<file path="config.mk">
export PLATFORM = sky130hd
export DESIGN_NAME = data_mem_ctrl
export DESIGN_NICKNAME = d
export VERILOG_FILES = /design/src/rtl/data_mem_ctrl.sv
export SDC_FILE = /design/constraint.sdc
export NUM_CORES = 2
export LEC_CHECK = 0
export ABC_AREA = 1
export ABC_CLOCK_PERIOD_IN_PS = 22400
export BUFFER_PORTS_ARGS = -buffer_cell sky130_fd_sc_hd__buf_2
export CORE_MARGIN = 2
export CORE_UTILIZATION = 33
export DETAILED_ROUTE_END_ITERATION = 12
export PLACE_DENSITY = 0.55
export SYNTH_ARGS = -nofsm -noshare
export SYNTH_HDL_FRONTEND = slang
export SYNTH_SLANG_ARGS = --single-unit
</file>
<file path="constraint.sdc">
create_clock -name clk -period 22.4 [get_ports clk]
set_input_delay 5.6 -clock clk [delete_from_list [all_inputs] [get_ports clk]]
set_output_delay 5.6 -clock clk [all_outputs]
set_load 0.1 [all_outputs]
</file>
<file path="src/rtl/data_mem_ctrl.sv">
// Data memory stage with valid/ready request/response handshake.
// Byte/half/word access, fixed access latency, one transaction in flight.
module data_mem_ctrl #(
  parameter int DEPTH   = 128,
  parameter int LATENCY = 2
) (
  input  logic        clk,
  input  logic        rst,
  input  logic        req_valid,
  output logic        req_ready,
  input  logic        req_write,
  input  logic [1:0]  req_size,
  input  logic        req_unsigned,
  input  logic [31:0] req_addr,
  input  logic [31:0] req_wdata,
  output logic        resp_valid,
  input  logic        resp_ready,
  output logic [31:0] resp_rdata,
  output logic        resp_err
);

  localparam int IW = (DEPTH > 1) ? $clog2(DEPTH) : 1;

  typedef enum logic [1:0] {
    IDLE,
    WAIT,
    RESP
  } state_t;

  typedef logic [DEPTH-1:0][31:0] mem_t;

  function automatic mem_t init_mem();
    mem_t m;
    for (int i = 0; i < DEPTH; i++) m[i] = 32'(i);
    return m;
  endfunction

  mem_t mem = init_mem();

  state_t      state_q, state_d;
  logic [3:0]  cnt_q;
  logic        wr_q, uns_q;
  logic [1:0]  sz_q;
  logic [31:0] addr_q, wd_q;
  logic [31:0] rdata_q;
  logic        err_q;

  logic        accept, fire;
  logic        c_wr, c_uns, c_err, c_ok;
  logic [1:0]  c_sz;
  logic [31:0] c_addr, c_wd;
  logic [IW-1:0] idx;
  logic [31:0] word, ld, wr_word;
  logic [7:0]  ld_b;
  logic [15:0] ld_h;

  assign accept = (state_q == IDLE) && req_valid;
  assign fire   = ((state_q == WAIT) && (cnt_q == 4'd0))
               || (accept && (LATENCY == 1));

  // With LATENCY==1 the access happens on the accept edge itself
  always_comb begin
    c_wr   = wr_q;
    c_sz   = sz_q;
    c_uns  = uns_q;
    c_addr = addr_q;
    c_wd   = wd_q;
    if (state_q == IDLE) begin
      c_wr   = req_write;
      c_sz   = req_size;
      c_uns  = req_unsigned;
      c_addr = req_addr;
      c_wd   = req_wdata;
    end
  end

  assign c_ok  = {2'b00, c_addr[31:2]} < 32'(DEPTH);
  assign c_err = (c_sz == 2'd3)
              || ((c_sz == 2'd1) && c_addr[0])
              || ((c_sz == 2'd2) && (c_addr[1:0] != 2'd0))
              || !c_ok;
  assign idx   = c_addr[2 +: IW];
  assign word  = c_ok ? mem[idx] : 32'd0;
  assign ld_b  = word[{c_addr[1:0], 3'b000} +: 8];
  assign ld_h  = c_addr[1] ? word[31:16] : word[15:0];

  always_comb begin
    case (c_sz)
      2'd0: ld = c_uns ? {24'd0, ld_b} : {{24{ld_b[7]}}, ld_b};
      2'd1: ld = c_uns ? {16'd0, ld_h} : {{16{ld_h[15]}}, ld_h};
      default: ld = word;
    endcase
  end

  always_comb begin
    wr_word = word;
    for (int k = 0; k < 4; k++) begin
      case (c_sz)
        2'd0: if (c_addr[1:0] == 2'(k))
          wr_word[8*k +: 8] = c_wd[7:0];
        2'd1: if (c_addr[1] == k[1])
          wr_word[8*k +: 8] = c_wd[8*(k%2) +: 8];
        default: wr_word[8*k +: 8] = c_wd[8*k +: 8];
      endcase
    end
  end

  always_comb begin
    state_d   = state_q;
    req_ready = (state_q == IDLE);
    unique case (state_q)
      IDLE: if (accept) state_d = (LATENCY == 1) ? RESP : WAIT;
      WAIT: if (cnt_q == 4'd0) state_d = RESP;
      RESP: if (resp_ready) state_d = IDLE;
      default: state_d = IDLE;
    endcase
  end

  assign resp_valid = (state_q == RESP);
  assign resp_rdata = rdata_q;
  assign resp_err   = err_q;

  always_ff @(posedge clk or negedge rst) begin
    if (!rst) begin
      state_q <= IDLE;
      cnt_q   <= 4'd0;
      wr_q    <= 1'b0;
      sz_q    <= 2'd0;
      uns_q   <= 1'b0;
      addr_q  <= 32'd0;
      wd_q    <= 32'd0;
      rdata_q <= 32'd0;
      err_q   <= 1'b0;
    end else begin
      state_q <= state_d;
      if (accept) begin
        cnt_q  <= 4'(LATENCY - 1);
        wr_q   <= req_write;
        sz_q   <= req_size;
        uns_q  <= req_unsigned;
        addr_q <= req_addr;
        wd_q   <= req_wdata;
      end else if (state_q == WAIT && cnt_q != 4'd0) begin
        cnt_q <= cnt_q - 4'd1;
      end
      if (fire) begin
        rdata_q <= (c_err || c_wr) ? 32'd0 : ld;
        err_q   <= c_err;
      end
    end
  end

  // Array is not reset; a store aborted by reset never reaches it
  always_ff @(posedge clk) begin
    if (rst && fire && c_wr && !c_err) mem[idx] <= wr_word;
  end

endmodule

</file>
* Word-level counts from Yosys, hierarchy flattened
Cells that the tools add are included. W data, S select, Z words.
Word-level totals: output and inout bits 35, input port bits 72, register bits after elaboration 4203, logic and storage cells 210
Cells by class: mux-type cells 34, add/sub/neg operators 1, $lt $le $gt $ge 3, eq/ne operators 11, reductions and logical operators 23, shifts and indexed selects 1
Operator list (number):
- $bwmux W4096 | 1
- $mux W32 | 8
- $bmux W32 S7 | 1
- $demux W32 S7 | 1
- $mux W8 | 8
- $pmux W32 S2 | 1
- $pmux W8 S2 | 4
- $shiftx A32 B6 Y8 | 1
- $lt A30 B8 Y1 const B | 1
- $mux W16 | 1
- $eq A2 B2 Y1 const B | 5
- $logic_and A1 B1 Y1 | 9
- $lt A7 B8 Y1 const B | 1
- $mux W2 | 4
- $mux W4 | 2
- $ge A7 B1 Y1 const B | 1
- $eq A2 B1 Y1 const B | 3
- $logic_not A2 Y1 | 3
- $ne A2 B1 Y1 const B | 3
- $pmux W2 S3 | 1
- $logic_not A4 Y1 | 1
- $logic_or A1 B1 Y1 | 4
- $reduce_bool A2 Y1 | 2
- $reduce_bool A4 Y1 | 1
- other kinds (4) | 6

* Logic depth before layout (Yosys ltp)
depth after elaboration 9, depth in mapped cells 26, mapped depth without buffers 23

* Least setup slack after synthesis
Ideal clock, no wire load.
kind input to register, start point in req_addr[2], end point reg mem[1031] (netlist bit) (data pin), stages 17, data required time 21.203 ns, setup time 1.197 ns, slack 9.196 ns, data arrival time 12.007 ns, buffers on the path 2, cell sequence inv_1 > nand2_2 > nand2_2 > buf_4 > buf_2 > nand2_1 > nand3_1 > nand2_1 > o21ai_1 > nand2_1 > nor2_1 > nor2_1 > nor2_1 > nand2_1 > a21oi_1 > a21oi_1 > o21ai_0
Between the ends: word-level cells in the longest chain between the ends 7, elaborated cells on any way between the ends 14, those cells by class 3 x order compare; 10 x mux; 1 x reduce/logical
RTL lines:
- start: declaration | line 14 | input logic [31:0] req_addr,
- $mux W32 (*) | line 68 | if (state_q == IDLE) begin
- $bmux W32 S7 | line 83 | assign word = c_ok ? mem[idx] : 32'd0;
- $mux W32 (implied by the code) | line 83
- $mux W32 (*) | line 83
- $mux W8, on equally long branches | line 101, 99
- $pmux W8 S2 (*) | line 98 | case (c_sz)
- named net wr_word[7] | line 53 | logic [31:0] word, ld, wr_word;
- $bwmux W4096 (*) | line 155 | if (rst && fire && c_wr && !c_err) mem[idx] <= wr_word;
- end signal: indexed assignment | line 155
- end: declaration | line 38 | mem_t mem = init_mem();
The timed path passes the listed nets; every way through them passes the cells marked *. The select of a mux whose other input is x is not followed. A chain may end at the register's enable or synchronous reset.

* Worst setup path in the final report
start point in req_addr[2], end point reg mem[2586] (netlist bit) (data pin)
Same word-level chain as after synthesis.

==> results.md <==
| Item | Reported |
|---|---|
| Detailed-router iteration count before antenna repair | 8 |
| Dominant cells by area after synthesis | edfxtp_1 (75%), nor2_1 (6.4%), nand2_1 (5.5%) |
| Worst slew margin relative to its limit | -2.52% |
| Antenna violations before repair | 37 |
| Clock-pin slew on the worst setup and hold paths | 0.06 ns |
| Remaining routing DRC violations | 0 |
| Count of final max-slew check failures | 2 |
| GR Util All Layers | 22.4% |
| Launch point of the worst path | req_addr[2] |
| Setup repair after global routing missed its margin | false |
| Number of buffers created by CTS | 439 |
| Clock sink count | 4203 |
| Share of the synthesized area in the top cell type | 74.6% |
| Total number of nets in the final design | 13307 |
| Sequential share of the synthesized area | 76.3% |
| Post-synthesis to final-layout area growth | 14.3% |
| Main synth FF type | edfxtp_1 |
| Final number of setup-violating endpoints | 0 |
| Maximum root-to-sink buffer count | 4 |
| Largest net degree at the start of global routing | 141 |
| DR vias | 109373 |
| Htree depth | 5 |
| Syn avg cell area | 12.7 µm² |
| Setup crit start kind | input pin |
| Initial standard-cell utilization of the core | 33.1% |
| # port buffers | 106 |
| Sequential cell area | 126000 µm² |
| CP top delay family | buffers and inverters |
| FF-to-FF setup slack | 13.17 ns |
| Path type of the worst setup path | in2reg |
| Critical path buffers and inverters | 6 |
| Number of I/O pins | 107 |
| Post-synthesis sequential element count | 4203 |
| Yosys warns | 0 |
| Die Span X | 711 µm |
| Number of different library cells in the post-synthesis netlist | 46 |
| Total wire length | 585000 µm |
| Number of maximum-capacitance violations | 1 |
| Total power after layout | 0.0331 W |
| Congestion Overflow GR | 0 |
| CTS Hold Bufs | 0 |
| Clk_lat worst skew | 1.05 ns |
| Worst slew pin tran | 1.52 ns |
| Fraction of final layout cells with drive strength greater than 1 | 9.60% |
| Standard cell core area | 497000 µm² |
| Setup TNS | 0 ns |
| Count of cells resized by post-cts repair | 0 |
| Critical hold path startpoint | cnt_q[3] |
| Hpwl dp | 328000 µm |
| Number of flops mapped to enable cells by yosys | 4096 |
| Req. time, crit path | 23.02 ns |
| Startpoint of the worst register-to-register path | state_q[0] |
| Instance count of the mapped netlist | 13005 |
| Final weighted congestion of routability-driven global placement | 0.970 |
| Synthesized cell area | 165000 µm² |
| Worst-case hold path end point | cnt_q[3] |
| Number of cells on the worst hold path | 1 |
| Share of async-settable or async-resettable flops after synthesis | 2.55% |
| Total setup buffers inserted after CTS | 0 |
| Critical path fanouts, max | 91 |
| Residual antenna-violating net count after detailed routing | 0 |
| Average wire per cell in the routed design | 28.8 µm |
| Fin crit share | 57.7% |
| Leakage power | 65.8 nW |
| Vertical extent of the die | 711 µm |
| Number of global-route vias before repair | 100806 |
| Class of the tightest hold or removal check | reg2reg |
| Net count after synthesis | 13078 |
| Detailed router's first-iteration violation count | 16554 |
| Pwr/cell area | 176 nW/µm² |
| Standard cell with the maximum stage delay on the critical path | buf_4 |
| Count leader, synth | edfxtp_1 |
| Clock root buffer | clkbuf_16 |
| Tmin final | 12.93 ns |
| Maximum achievable frequency | 0.0773 GHz |
| RR Endpoint | mem[2586] |
| Violations in the final reports | max-capacitance violations, max-slew violations |
| Number of filler instances in the final layout | 47269 |
| Row count | 259 |
| CTS tree | built |
| Cells traversed along the worst timing path | buf_2 > nand2_4 > nand2_8 > buf_4 > buf_4 > buf_4 > buf_4 > nor2_1 > o21ai_0 > a21oi_1 > o21ai_0 > nand2_1 > nor2_1 > nor2_1 > nor2_1 > nand2_1 > a21oi_1 > o21ai_0 > nand3_4 > buf_4 |
| Outcome | finished, violations left |
| Average via count per standard cell | 5.40 |
| Worst path arrival time | 13.55 ns |
| Crit path capture type | flop |
| Peak supply drop | 0.201 mV |
| First-pass GRT wire length | 807000 µm |
| Number of failing hold endpoints at the final stage | 0 |
| Count of cells along the worst register-to-register path | 23 |
| Most common cell type on the critical path | buf_4 |
| Total Die Area | 505000 µm² |
| Max incr delay on CP | 0.78 ns |
| Multi-input gate area | 35600 µm² |
| Most area-hungry cell type in the Yosys netlist | edfxtp_1 |
| Leading post-synthesis cells by instance count | edfxtp_1 (4096), nor2_1 (2823), nand2_1 (2395), o22ai_1 (734), o21ai_0 (714) |
| Worst clock skew | 0.107 ns |
-- worst max path at each step --
stage / end / cells past startpoint
after detailed placement: mem[2106] / 20
final: mem[2586] / 20
after global placement: mem[2138] / 20
after floorplan: mem[1031] / 17
after CTS: mem[2618] / 20
after global routing: mem[2586] / 20
-- cell usage in the layout, fill, tap and decap left out, drive strengths merged --
master    synthesis  final
a21o              6      6
a21oi           195    195
a22o              2      2
a22oi             2      2
a31oi             5      5
a32oi             1      1
and2              5      5
buf             520    457
bufinv            0     21
clkbuf          149    565
clkinv            6    201
clkinvlp          0     10
dfrtp           107    107
diode             0     22
edfxtp         4096   4096
ha                1      1
inv             454    462
nand2          2411   2411
nand3           232    232
nand3b           50     50
nand4            87     87
nor2           2838   2838
nor3             41     41
nor4              5      5
o2111ai           3      3
o211ai           40     40
o21a             11     11
o21ai           781    781
o21bai            2      2
o221ai            3      3
o22a            156    156
o22ai           734    734
o31a              1      1
o31ai            12     12
or2              48     48
xor2              1      1
-- logic make-up after synthesis --
kind of cell             synth area share [%]
XOR/XNOR                              0.00532
adder cells (fa/ha/maj)               0.00759
flip-flops                               76.3
AO/OA/AOI/OAI                            6.99
AND/OR/NAND/NOR                          13.7
buffers and inverters                    3.09
-- through the flow --
step	std cells	instance area [µm²]	setup slack [ns]	util [%]	hold slack, ns
2_1_floorplan	13005	165000	9.20	-	0.434
3_3_place_gp	19448	175000	8.86	35.1	0.458
3_5_place_dp	19448	175000	8.75	35.1	0.458
4_1_cts	20247	188000	9.78	37.9	0.468
5_1_grt	20257	188000	9.20	37.9	0.481
6_report	20269	188000	9.47	37.9	0.466
-- routing by layer --
| metal | vias up | routed length [µm] | GRT usage [%] | part of all wire (%) |
|---|---|---|---|---|
| li1 | 46550 | - | - | - |
| met1 | 55299 | 233000 | 31.2 | 40 |
| met2 | 6346 | 255000 | 33.9 | 44 |
| met3 | 1174 | 63100 | 4.35 | 11 |
| met4 | 4 | 33700 | 10.7 | 5.8 |
| met5 | - | 22 | 0 | 0.0038 |
-- report_power, final --
| part | internal [W] | total (W) | switching (W) |
|---|---|---|---|
| Clock | 0.00390 | 0.00702 | 0.00313 |
| Sequential | 0.0120 | 0.0120 | 0.0000552 |
| Combinational | 0.00247 | 0.0141 | 0.0116 |
| Total | 0.0183 | 0.0331 | 0.0148 |
-- state kept, by name, summed over array words and instances, names as in the netlist --
| signal | count |
|---|---|
| addr_q | 32 |
| wd_q | 32 |
| state_q | 2 |
| cnt_q | 4 |
| uns_q | 1 |
| resp_err | 1 |
| mem | 4096 |
| sz_q | 2 |
| resp_rdata | 32 |
| wr_q | 1 |
-- cell type report --
type / count / area share [%]
clock buffers: 565 / 6.15
inverters: 460 / 0.916
well taps: 6655 / 4.42
flip-flops and latches: 4203 / 66.7
multi-input cells: 7673 / 18.9
diodes: 22 / 0.0292
clock inverters: 234 / 1.12
repair buffers: 457 / 1.78
-- worst register-to-register path, stage by stage, from the launching register on --
cell,delay [ns]
dfrtp_1,0.45
nor2_4,0.35
buf_4,0.50
nand2_1,0.18
nand2_4,0.51
nor2_2,0.10
buf_4,0.26
nand2_4,0.60
buf_4,0.75
buf_4,0.71
buf_4,0.70
nor2_1,0.09
nor2_1,0.10
nand2_1,0.05
o21ai_0,0.16
nand2_1,0.10
nor2_1,0.58
nor2_1,0.22
nor2_1,0.26
nand2_1,0.16
a21oi_1,0.16
o21ai_0,0.17
nand3_4,0.67
buf_4,0.77
Power figures use the tool's default switching activity.
